<file path="config.mk">
export PLATFORM = sky130hd
export DESIGN_NAME = bounce_gen
export DESIGN_NICKNAME = d
export VERILOG_FILES = /design/src/rtl/bounce_gen.sv
export SDC_FILE = /design/constraint.sdc
export NUM_CORES = 1
export LEC_CHECK = 0
export CAP_MARGIN = 10
export CORE_MARGIN = 10
export CORE_UTILIZATION = 46
export CTS_CLUSTER_SIZE = 14
export DETAILED_ROUTE_END_ITERATION = 8
export GPL_ROUTABILITY_DRIVEN = 0
export GPL_TIMING_DRIVEN = 0
export SLEW_MARGIN = 10
export SYNTH_ARGS = -nofsm -noshare
export SYNTH_HDL_FRONTEND = slang
export SYNTH_SLANG_ARGS = --single-unit
</file>
<file path="constraint.sdc">
create_clock -name iCLK -period 2.8 [get_ports iCLK]
set_clock_uncertainty 0.05 [all_clocks]
set_input_delay 0.56 -clock iCLK [delete_from_list [all_inputs] [get_ports iCLK]]
set_output_delay 0.56 -clock iCLK [all_outputs]
set_load 0.1 [all_outputs]
</file>
<file path="src/rtl/bounce_gen.sv">
// Switch-bounce emulator: turns a clean level into LFSR-driven contact chatter
// that settles on the requested level after a fixed window of BOUNCE_LEN cycles.
module bounce_gen #(
    parameter int          BOUNCE_LEN = 50000,
    parameter int          SEG_BITS   = 8,
    parameter logic [15:0] SEED       = 16'hACE1
) (
    input  logic       iCLK,
    input  logic       iRESET_N,
    input  logic       iEN,
    input  logic       iLEVEL,
    output logic       oSW,
    output logic       oBUSY,
    output logic [7:0] oNTOG
);

    localparam int                 WIN_W      = (BOUNCE_LEN > 1) ? $clog2(BOUNCE_LEN) : 1;
    localparam logic [WIN_W-1:0]   WIN_RELOAD = WIN_W'(BOUNCE_LEN - 1);
    localparam logic [15:0]        SEED_EFF   = (SEED == 16'h0000) ? 16'h0001 : SEED;

    typedef enum logic {
        ST_STABLE = 1'b0,
        ST_BOUNCE = 1'b1
    } state_t;

    state_t              state_q,  state_d;
    logic                target_q, target_d;
    logic [WIN_W-1:0]    win_q,    win_d;
    logic [SEG_BITS-1:0] seg_q,    seg_d;
    logic [15:0]         lfsr_q,   lfsr_d;
    logic                sw_q,     sw_d;
    logic                busy_q,   busy_d;
    logic [7:0]          ntog_q,   ntog_d;

    always_comb begin
        state_d  = state_q;
        target_d = target_q;
        win_d    = win_q;
        seg_d    = seg_q;
        sw_d     = sw_q;
        busy_d   = busy_q;
        ntog_d   = ntog_q;
        // Left-shifting Fibonacci form; taps 16,14,13,11 are bits 15,13,12,10.
        lfsr_d   = {lfsr_q[14:0], lfsr_q[15] ^ lfsr_q[13] ^ lfsr_q[12] ^ lfsr_q[10]};

        case (state_q)
            ST_STABLE: begin
                if (iEN && (iLEVEL != target_q)) begin
                    state_d  = ST_BOUNCE;
                    target_d = iLEVEL;
                    sw_d     = iLEVEL;
                    win_d    = WIN_RELOAD;
                    seg_d    = lfsr_q[SEG_BITS-1:0];
                    busy_d   = 1'b1;
                    ntog_d   = 8'd1;
                end else if (!iEN) begin
                    sw_d     = iLEVEL;
                    target_d = iLEVEL;
                end
            end
            ST_BOUNCE: begin
                // Settling is checked before the segment so a window never ends on a toggle.
                if (!iEN) begin
                    state_d  = ST_STABLE;
                    sw_d     = iLEVEL;
                    target_d = iLEVEL;
                    busy_d   = 1'b0;
                end else if (iLEVEL != target_q) begin
                    target_d = iLEVEL;
                    win_d    = WIN_RELOAD;
                    seg_d    = lfsr_q[SEG_BITS-1:0];
                end else if (win_q == '0) begin
                    state_d  = ST_STABLE;
                    sw_d     = target_q;
                    busy_d   = 1'b0;
                end else if (seg_q == '0) begin
                    sw_d     = ~sw_q;
                    seg_d    = lfsr_q[SEG_BITS-1:0];
                    ntog_d   = (ntog_q == 8'hFF) ? 8'hFF : ntog_q + 8'd1;
                    win_d    = win_q - WIN_W'(1);
                end else begin
                    win_d    = win_q - WIN_W'(1);
                    seg_d    = seg_q - SEG_BITS'(1);
                end
            end
            default: state_d = ST_STABLE;
        endcase
    end

    always_ff @(posedge iCLK or negedge iRESET_N) begin
        if (!iRESET_N) begin
            state_q  <= ST_STABLE;
            target_q <= 1'b0;
            win_q    <= '0;
            seg_q    <= '0;
            lfsr_q   <= SEED_EFF;
            sw_q     <= 1'b0;
            busy_q   <= 1'b0;
            ntog_q   <= 8'd0;
        end else begin
            state_q  <= state_d;
            target_q <= target_d;
            win_q    <= win_d;
            seg_q    <= seg_d;
            lfsr_q   <= lfsr_d;
            sw_q     <= sw_d;
            busy_q   <= busy_d;
            ntog_q   <= ntog_d;
        end
    end

    assign oSW   = sw_q;
    assign oBUSY = busy_q;
    assign oNTOG = ntog_q;

endmodule

</file>
# Yosys cells after proc, flatten, opt, wreduce, memory -nomap -nowiden
# Index checks and enable logic that the tools add are counted.
# word_totals
ff_bits	52
out_inout_bits	10
elab_cells	75
# classes
addsub	3
eq_ne	13
muxes	38
n_bitwise	5
reduce_logical	8
# op_table
cell	count
$mux W8	11
$mux W16	4
$pmux W16 S2	1
$pmux W8 S2	2
$logic_not A16 Y1	1
$mux W1	16
$sub A16 B1 Y16 const B	1
$ne A3 B3 Y1 const B	3
$reduce_and A3 Y1	3
$add A8 B1 Y8 const B	1
$eq A8 B8 Y1 const B	1
$logic_not A8 Y1	1
$ne A2 B2 Y1 const B	4
$pmux W1 S2	4
$sub A8 B1 Y8 const B	1
$ne A3 B2 Y1 const B	2
$reduce_and A5 Y1	1
$ne A4 B2 Y1 const B	1
$xor A1 B1 Y1	3
$ne A2 B1 Y1 const B	1
$not A1 Y1	2
$reduce_and A2 Y1	1
$logic_and A1 B1 Y1	1
$ne A1 B1 Y1	1

# Longest topological paths before layout
# logic_depth
ltp_word	7
mapped_depth	9
depth_no_buf	7

# Worst setup path before layout
# Ideal clock, no wire load.
# synth_path
path_type	register to register
startpoint	register ntog_q[0] (netlist: oNTOG[0])
endpoint	register ntog_q[3] (netlist: oNTOG[3])
setup_time_ns	0.087
arrival_time_ns	2.137
required_ns	2.663
setup_slack_ns	0.526
stages_incl_launch_ff	6
period_less_slack_ns	2.274
cell_sequence	dfrtp_1 -> ha_1 -> and4_1 -> nand4_1 -> and4_1 -> nor3_1
# synth_between
elab_chain_cells	7
# synth_rtl
element	line_no	source
start, declared	33	logic [7:0] ntog_q, ntog_d;
start signal, assigned	108	ntog_q <= ntog_d;
$add A8 B1 Y8 or $eq A8 B8 Y1 (tied branches)	79	ntog_d = (ntog_q == 8'hFF) ? 8'hFF : ntog_q + 8'd1;
$mux W8 *	79	
$mux W8 *	76	end else if (seg_q == '0) begin
$mux W8 *	72	end else if (win_q == '0) begin
$mux W8 *	68	end else if (iLEVEL != target_q) begin
$mux W8 *	63	if (!iEN) begin
$pmux W8 S2 *	46	case (state_q)
# Mark *: on every way between the ends. The rest lies on a longest branch, timed or not. The select of a mux whose other input is x is not followed.
# A chain may end at the register's enable or synchronous reset.

# Worst setup path in the final report
# layout_path
startpoint	register ntog_q[5] (netlist: oNTOG[5])
endpoint	output port oNTOG[5]
# layout_lines
element	line_no	source
end, declared	14	output logic [7:0] oNTOG
# No word-level cell between the ends.

==> results.txt <==
Rel. slew slack = 34.9%
CP Cell Sequence = clkdlybuf4s50_1
I/O Buffers = 12
Initial Utilization = 47.0%
First-pass DRT Iterations = 4
Die area = 8930 um^2
Initial DRC Count = 94
Yosys cell types = 45
MaxCap Viol Count = 0
Vias = 1912
FFs w/ async S/R, synth = 100%
Slowest CP cell = clkdlybuf4s50_1
Clock latency on the worst-skew pair = 310 ps
Register bit total from synthesis = 52
Num ports = 14
Global-route wire length before repair = 9340 um
EDFF count, synth = 0
Clk buf depth = 2
DIE WIDTH = 94.5 um
# resized after CTS = 0
Core Box Area = 5440 um^2
Crit Path Class = reg -> out
HPWL Detailed = 3590 um
DR vias/cell = 5.51
Area grow syn2layout = 12.5%
Worst Setup End Kind = output pin
Sequential fraction of the synthesis area = 51.3%
Worst-path maximum fanout = 8
Maximum operating frequency = 0.391 GHz
CP required = 2190 ps
Worst Setup Start Kind = flip-flop
Status = completed
Clk pin slew, worst setup/hold paths = 90 ps
H-tree depth = 2
Post-Syn Area per Cell = 10.1 um^2
CTS Hold Bufs = 0
RSZ-0062 raised after global routing = false
Final core utilization = 52.8%
Critical path's largest stage delay = 1170 ps
Initial antenna violation count = 0
Synthesized Nets = 262
Avg WL per Cell = 15.0 um
Setup TNS Final = 0 ps
Pwr per Cell Area = 590 nW/um^2
Reg2Reg Depth = 9
Final clock period utilization by the worst path = 91.2%
CTS tree = done
Number of diodes = 0
Post-route antenna net violation count = 0
Row count = 27
Post-CTS Setup Repair Bufs = 0
Buf/Inv on CP = 1
Critical path arrival = 1940 ps
Largest net degree at the start of global routing = 37
Largest cells by area after synthesis = dfrtp_1 (43%), dfstp_2 (8.2%), a21oi_1 (4.5%), nand2_1 (3.5%), nor2_1 (3.1%)
Setup violators final = 0
Die Height = 94.5 um
Yosys warning count = 0
WP depth = 1
Top FF cell, synth = dfrtp_1
CTS Sinks = 52
Period minus WS final = 2550 ps
Remaining global-route overflow = 0
Total track usage = 12.8%
VDD IR max = 0.000457 V
CTS root buffer = clkbuf_8
Vias in the first global route = 1919
Worst hold-check path type = in -> async
Final Hold Fails = 0
Remaining routing DRC violations = 0
Final #Nets = 282
Final wirelength = 5220 um
Worst Tran Pin Value = 974 ps
Leak pwr = 1.18 nW
Reg2reg setup slack = 540 ps
Synth area leader = dfrtp_1
Layout cell share with drive strength beyond 1 = 14.5%
Mapped Cells = 254
Num CTS Buffers = 5
Cell area after synthesis = 2550 um^2
Synth top area share = 43.1%
Top Family by Delay on Critical Path = buffers and inverters
Slew Viols, Final = 0
## registers in the layout, indices dropped and copies added (netlist names)
signal,count
lfsr_q,16
oBUSY,1
oNTOG,8
oSW,1
seg_q,8
state_q,1
target_q,1
win_q,16
## path summary, 6_finish.rpt
path,startpoint,end
worst min-delay path,iRESET_N,lfsr_q[14]$_DFF_PN0_
worst max-delay path,oNTOG[5]$_DFFE_PN0P_,oNTOG[5]
min in group iCLK,lfsr_q[9]$_DFF_PN0_,lfsr_q[10]$_DFF_PN1_
worst max register to register,win_q[0]$_DFFE_PN0P_,seg_q[6]$_DFFE_PN0P_
worst min register to register,lfsr_q[9]$_DFF_PN0_,lfsr_q[10]$_DFF_PN1_
max in group asynchronous,iRESET_N,lfsr_q[13]$_DFF_PN1_
## final cells by class
cell class / count / area (um^2)
inverters: 10 / 37.5
fillers: 519 / 2570
repair buffers: 13 / 135
multi-input cells: 183 / 1150
flip-flops and latches: 52 / 1310
clock inverters: 1 / 7.51
clock buffers: 7 / 86.3
plain buffers: 9 / 50.0
well taps: 72 / 90.1
## per-stage QoR
step                      instances  hold slack (ps)  worst slack [ps]  power (mW)  area [um^2]
final                           347              129               245        1.70         2870
after detailed placement        339              285               243        1.26         2780
after CTS                       347              128               221        1.72         2870
after floorplan                 254              214               526        1.15         2550
after global placement          338              283              -476        1.25         2760
after global routing            347              144               173        1.80         2870
## logic make-up (layout without fill, tap and decap cells)
group,after synthesis,in the layout,share of synthesized area [%]
AND/OR/NAND/NOR,105,105,23.9
AO/OA/AOI/OAI,54,54,12.3
flip-flops,52,52,51.3
buffers and inverters,19,40,3.43
XOR/XNOR,16,16,5.49
adder cells (fa/ha/maj),4,4,1.96
multiplexers,4,4,1.57
## synthesized netlist by cell type (4+ instances only)
library cell	count
xnor2_1	9
nand3_1	13
o21ai_0	11
a211oi_1	4
nor2_1	21
ha_1	4
a31oi_1	4
dfstp_2	8
nor3_1	11
mux2i_1	4
inv_1	10
a21oi_1	23
nand4_1	4
o21ai_1	4
buf_2	7
nand2_1	24
xor2_1	7
dfrtp_1	44
## layer usage
layer	routed length [um]	GRT usage, %	vias to the layer above
met1	2530	17.0	936
met5	0	0	-
li1	-	-	942
met2	2340	19.1	27
met4	87	4.49	0
met3	249	4.36	7
## power breakdown
part / internal, mW / switching [mW] / leakage, nW
sequential: 0.799 / 0.0626 / 0.629
clock: 0.201 / 0.245 / 0.0445
combinational: 0.122 / 0.265 / 0.504
## layout by cell type (no fill, tap or decap), drive strengths merged, types with 9 or more instances in the layout
cell type	n
nand3	13
dfrtp	44
inv	10
nand2	26
clkdlybuf4s50	11
buf	10
a21oi	23
nor2	21
nor3	14
xnor2	9
o21ai	15
(Power assumes the default switching activity.)
==> RTL change 1 (same settings) <==
Change the parameter `SEG_BITS` from 8 to 12.
--- a/src/rtl/bounce_gen.sv
+++ b/src/rtl/bounce_gen.sv
@@ -4,3 +4,3 @@
     parameter int          BOUNCE_LEN = 50000,
-    parameter int          SEG_BITS   = 8,
+    parameter int          SEG_BITS   = 12,
     parameter logic [15:0] SEED       = 16'hACE1
Function: no difference found for any inputs over 10 cycles, from zero or initial values and one cycle with iRESET_N low; that may be too few to reach the edited logic, so the function may still have changed.
==> RTL change 1 against the unedited design <==
  * Total power up 7.4%
  * Sequential cell count up 4
  * Routed wire length up 12%
  * Clock power up 3%
  * Maximum frequency hardly changed
  * Sequential share of layout area is 1.3 points lower
  * Cell area rose by 11%
  * Cell count increased by 10%
  * Sequential power is 8.0% higher
  * Worst setup slack improved by 0.00057 ns
  * Die area rose by 9.4%
  * Area after synthesis rose by 12%
==> RTL change 1: results (changes against the unedited design) <==
[logic_synthesis]
post_synth_xor_area_fraction = 0.0551  ; was 0.0549
fraction_of_the_mapped_netlist_area_in_adder_cells = 0.0175  ; was 0.0196
synth_fp_nets = 295  ; was 262
synth-compound-area-share = 0.132  ; was 0.123
synth_cells = 287  ; was 254
fraction_of_synthesized_area_in_multiplexers = 0.0184  ; was 0.0157

[pwr]
total_leakage_power_nw = 1.30  ; was 1.18 nW
switching_power_uw = 628  ; was 573 uW
max-vdd-ir-drop_mv = 0.401  ; was 0.457 mV

[finish]
design_area_sq_mm = 0.00319  ; was 0.00287 sq mm
number_of_multi_input_logic_gates = 203  ; was 183
instances_no_fill = 383  ; was 347
drive_gt1_frac = 0.130  ; was 0.145
nFillCells = 540  ; was 519
clk_buffers = 5  ; was 7
final.signal_inverter_count = 18  ; was 10
buffers = 23  ; was 22
seq_share = 0.443  ; was 0.456
design.seq.count = 56  ; was 52

[drt]
wl_met1_um = 2910  ; was 2530 um
route.vias.total = 2153  ; was 1912
dr.first_iter.drc_count = 121  ; was 94
met2_wire_length_um = 2580  ; was 2340 um
met3RoutedLength_um = 261  ; was 249 um

[setup_path]
largest_driver_fanout_on_the_critical_path = 7  ; was 8
regToRegStartpoint = seg_q[0]  ; was win_q[0]

[outcome]
outcome = finished clean  ; unchanged

[place]
detailed_place_hpwl_um = 4170  ; was 3590 um
post_dp_cell_area_sq_mm = 0.00309  ; was 0.00278 sq mm
pre_cts_setup_slack_ns = -0.0686  ; was 0.243 ns
post-place-cells = 375  ; was 339

[timing]
maxSlewHeadroom = 0.348  ; was 0.349

[global_routing]
first_global_vias = 2079  ; was 1919
maximum_number_of_pins_on_one_net_before_global_route_repair = 36  ; was 37
globalRouteMet1Util = 0.170  ; about the same
grt.met2_usage = 0.184  ; was 0.191

==> RTL change 1: cell count changes after synthesis, sizes merged, moves of 4 or more <==
| cell | before | now |
|---|---|---|
| inv | 10 | 18 |
| o21ai | 15 | 23 |
| nand3 | 13 | 20 |
| nor3 | 14 | 7 |
| xor2 | 7 | 14 |
| nand2 | 26 | 20 |
| xnor2 | 9 | 4 |
| a211oi | 4 | 0 |
| a21oi | 23 | 19 |
| dfrtp | 44 | 48 |
| nand4b | 0 | 4 |
| nor4 | 5 | 9 |
==> RTL change 1: power groups by stage <==
stage,Sequential (mW),Combinational (mW),Clock (mW)
6_report,0.930,0.431,0.460
5_1_grt,0.944,0.479,0.514
4_1_cts,0.930,0.435,0.480
3_5_place_dp,0.945,0.433,0
3_3_place_gp,0.944,0.428,0
2_1_floorplan,1.02,0.232,0
==> RTL change 2 (config.mk and constraints unchanged) <==
Made on the original files. Put one more register stage on the output `oNTOG`, cleared by the reset. The value now appears one clock later. The other outputs are not delayed to match.
--- a/src/rtl/bounce_gen.sv
+++ b/src/rtl/bounce_gen.sv
@@ -113,3 +113,9 @@
     assign oBUSY = busy_q;
-    assign oNTOG = ntog_q;
+    always_ff @(posedge iCLK or negedge iRESET_N) begin
+        if (!iRESET_N) begin
+            oNTOG <= '0;
+        end else begin
+            oNTOG <= ntog_q;
+        end
+    end
 
Formal check against the unedited RTL: not equivalent (a bounded check fails within 4 cycles, from zero or initial values and one cycle with iRESET_N low).
==> RTL change 2 against the unedited design <==
  * Area after synthesis up 9.8%
  * Total power rose by 28%
  * Sequential cell count grew 8
  * Clock power up 82%
  * Routed wire length rose by 10%
  * Sequential power up 14%
  * First-iteration DRC count increased by 37%
  * Cell area rose by 12%
  * Worst setup slack better by 0.045 ns
  * Largest power group unchanged
  * Via count up 5.4%
==> RTL change 2: results (changes against the unedited design) <==
[global_routing]
first_global_vias = 1934  ; was 1919
maximum_number_of_pins_on_one_net_before_global_route_repair = 61  ; was 37
grtUsageTotal = 0.126  ; was 0.128
grt_pass1_wl_um = 9910  ; was 9340 um

[setup_path]
largest_driver_fanout_on_the_critical_path = 5  ; was 8
crit_start = oSW  ; was oNTOG[5]
worstPathArrival_ns = 1.90  ; was 1.94 ns

[logic_synthesis]
netlist_top_cells_count = sky130_fd_sc_hd__dfrtp_1 (52), sky130_fd_sc_hd__nor2_1 (19), sky130_fd_sc_hd__a21oi_1 (18)  ; was sky130_fd_sc_hd__dfrtp_1 (44), sky130_fd_sc_hd__nand2_1 (24), sky130_fd_sc_hd__a21oi_1 (23)
synth_fp_nets = 266  ; was 262
synth_cell_types = 57  ; was 45
synth_area_leaders = sky130_fd_sc_hd__dfrtp_1 (46%), sky130_fd_sc_hd__dfstp_2 (7.5%), sky130_fd_sc_hd__a21oi_1 (3.2%)  ; was sky130_fd_sc_hd__dfrtp_1 (43%), sky130_fd_sc_hd__dfstp_2 (8.2%), sky130_fd_sc_hd__a21oi_1 (4.5%)

[finish]
fin_nets = 289  ; was 282
drive_gt1_frac = 0.171  ; was 0.145
finish.utilization = 0.544  ; was 0.528
instances_no_fill = 361  ; was 347

[place]
post_dp_cell_area_sq_mm = 0.00302  ; was 0.00278 sq mm
post-place-cells = 345  ; was 339

[outcome]
outcome = finished clean  ; unchanged

[pwr]
internal-power_mw = 1.48  ; was 1.12 mW
total_leakage_power_nw = 1.30  ; was 1.18 nW
max-vdd-ir-drop_mv = 0.424  ; was 0.457 mV

[drt]
drt_wl_total_um = 5730  ; was 5220 um
dr.first_iter.drc_count = 129  ; was 94
detail_route.vias_per_cell = 5.58  ; was 5.51

[timing]
maxSlewHeadroom = 0.344  ; was 0.349

-- RTL change 2: final timing paths --
path	slack, ns	cells after the start	end
worst min-delay path	0.23	1	seg_q[4]
worst max register to register	0.49	7	win_q[11]
worst max-delay path	0.29	1	oSW
max in group asynchronous	1.98	1	win_q[11]
min in group iCLK	0.31	0	lfsr_q[10]
worst min register to register	0.31	0	lfsr_q[10]
-- RTL change 2: power by group through the flow --
| stage | combinational (mW) | sequential (mW) | clock (mW) |
|---|---|---|---|
| 5_1_grt | 0.418 | 0.996 | 0.870 |
| 6_report | 0.375 | 0.985 | 0.813 |
| 4_1_cts | 0.380 | 0.985 | 0.835 |
| 3_3_place_gp | 0.376 | 0.999 | 0 |
| 3_5_place_dp | 0.380 | 1.00 | 0 |
| 2_1_floorplan | 0.186 | 1.08 | 0 |
-- RTL change 2: per-layer routing --
layer | part of all wire | wire (um) | GRT usage | vias to the layer above
met5 | 0 | 0 | 0 | -
met4 | 0.017 | 98 | 0.0671 | 0
met3 | 0.047 | 271 | 0.0338 | 9
met2 | 0.43 | 2470 | 0.174 | 36
met1 | 0.51 | 2900 | 0.174 | 973
li1 | - | - | - | 998
-- RTL change 2: cell families (layout without fill, tap and decap cells) --
| group | count (synthesis) | after routing | synth area share |
|---|---|---|---|
| AOI/OAI and AO/OA | 69 | 69 | 0.167 |
| xor gates and xnor gates | 14 | 14 | 0.0464 |
| adders and majority gates | 4 | 4 | 0.0178 |
| buffers and inverters | 16 | 44 | 0.0330 |
| DFF | 60 | 60 | 0.539 |
| and+or+nand+nor | 95 | 95 | 0.197 |
-- RTL change 2: area by class of cell --
type | count | share of cell area
clock inverters | 6 | 0.0217
repair buffers | 12 | 0.0365
inverters | 8 | 0.0109
multi-input cells | 182 | 0.372
plain buffers | 8 | 0.0179
well taps | 75 | 0.0291
clock buffers | 10 | 0.0427
flip-flops and latches | 60 | 0.469
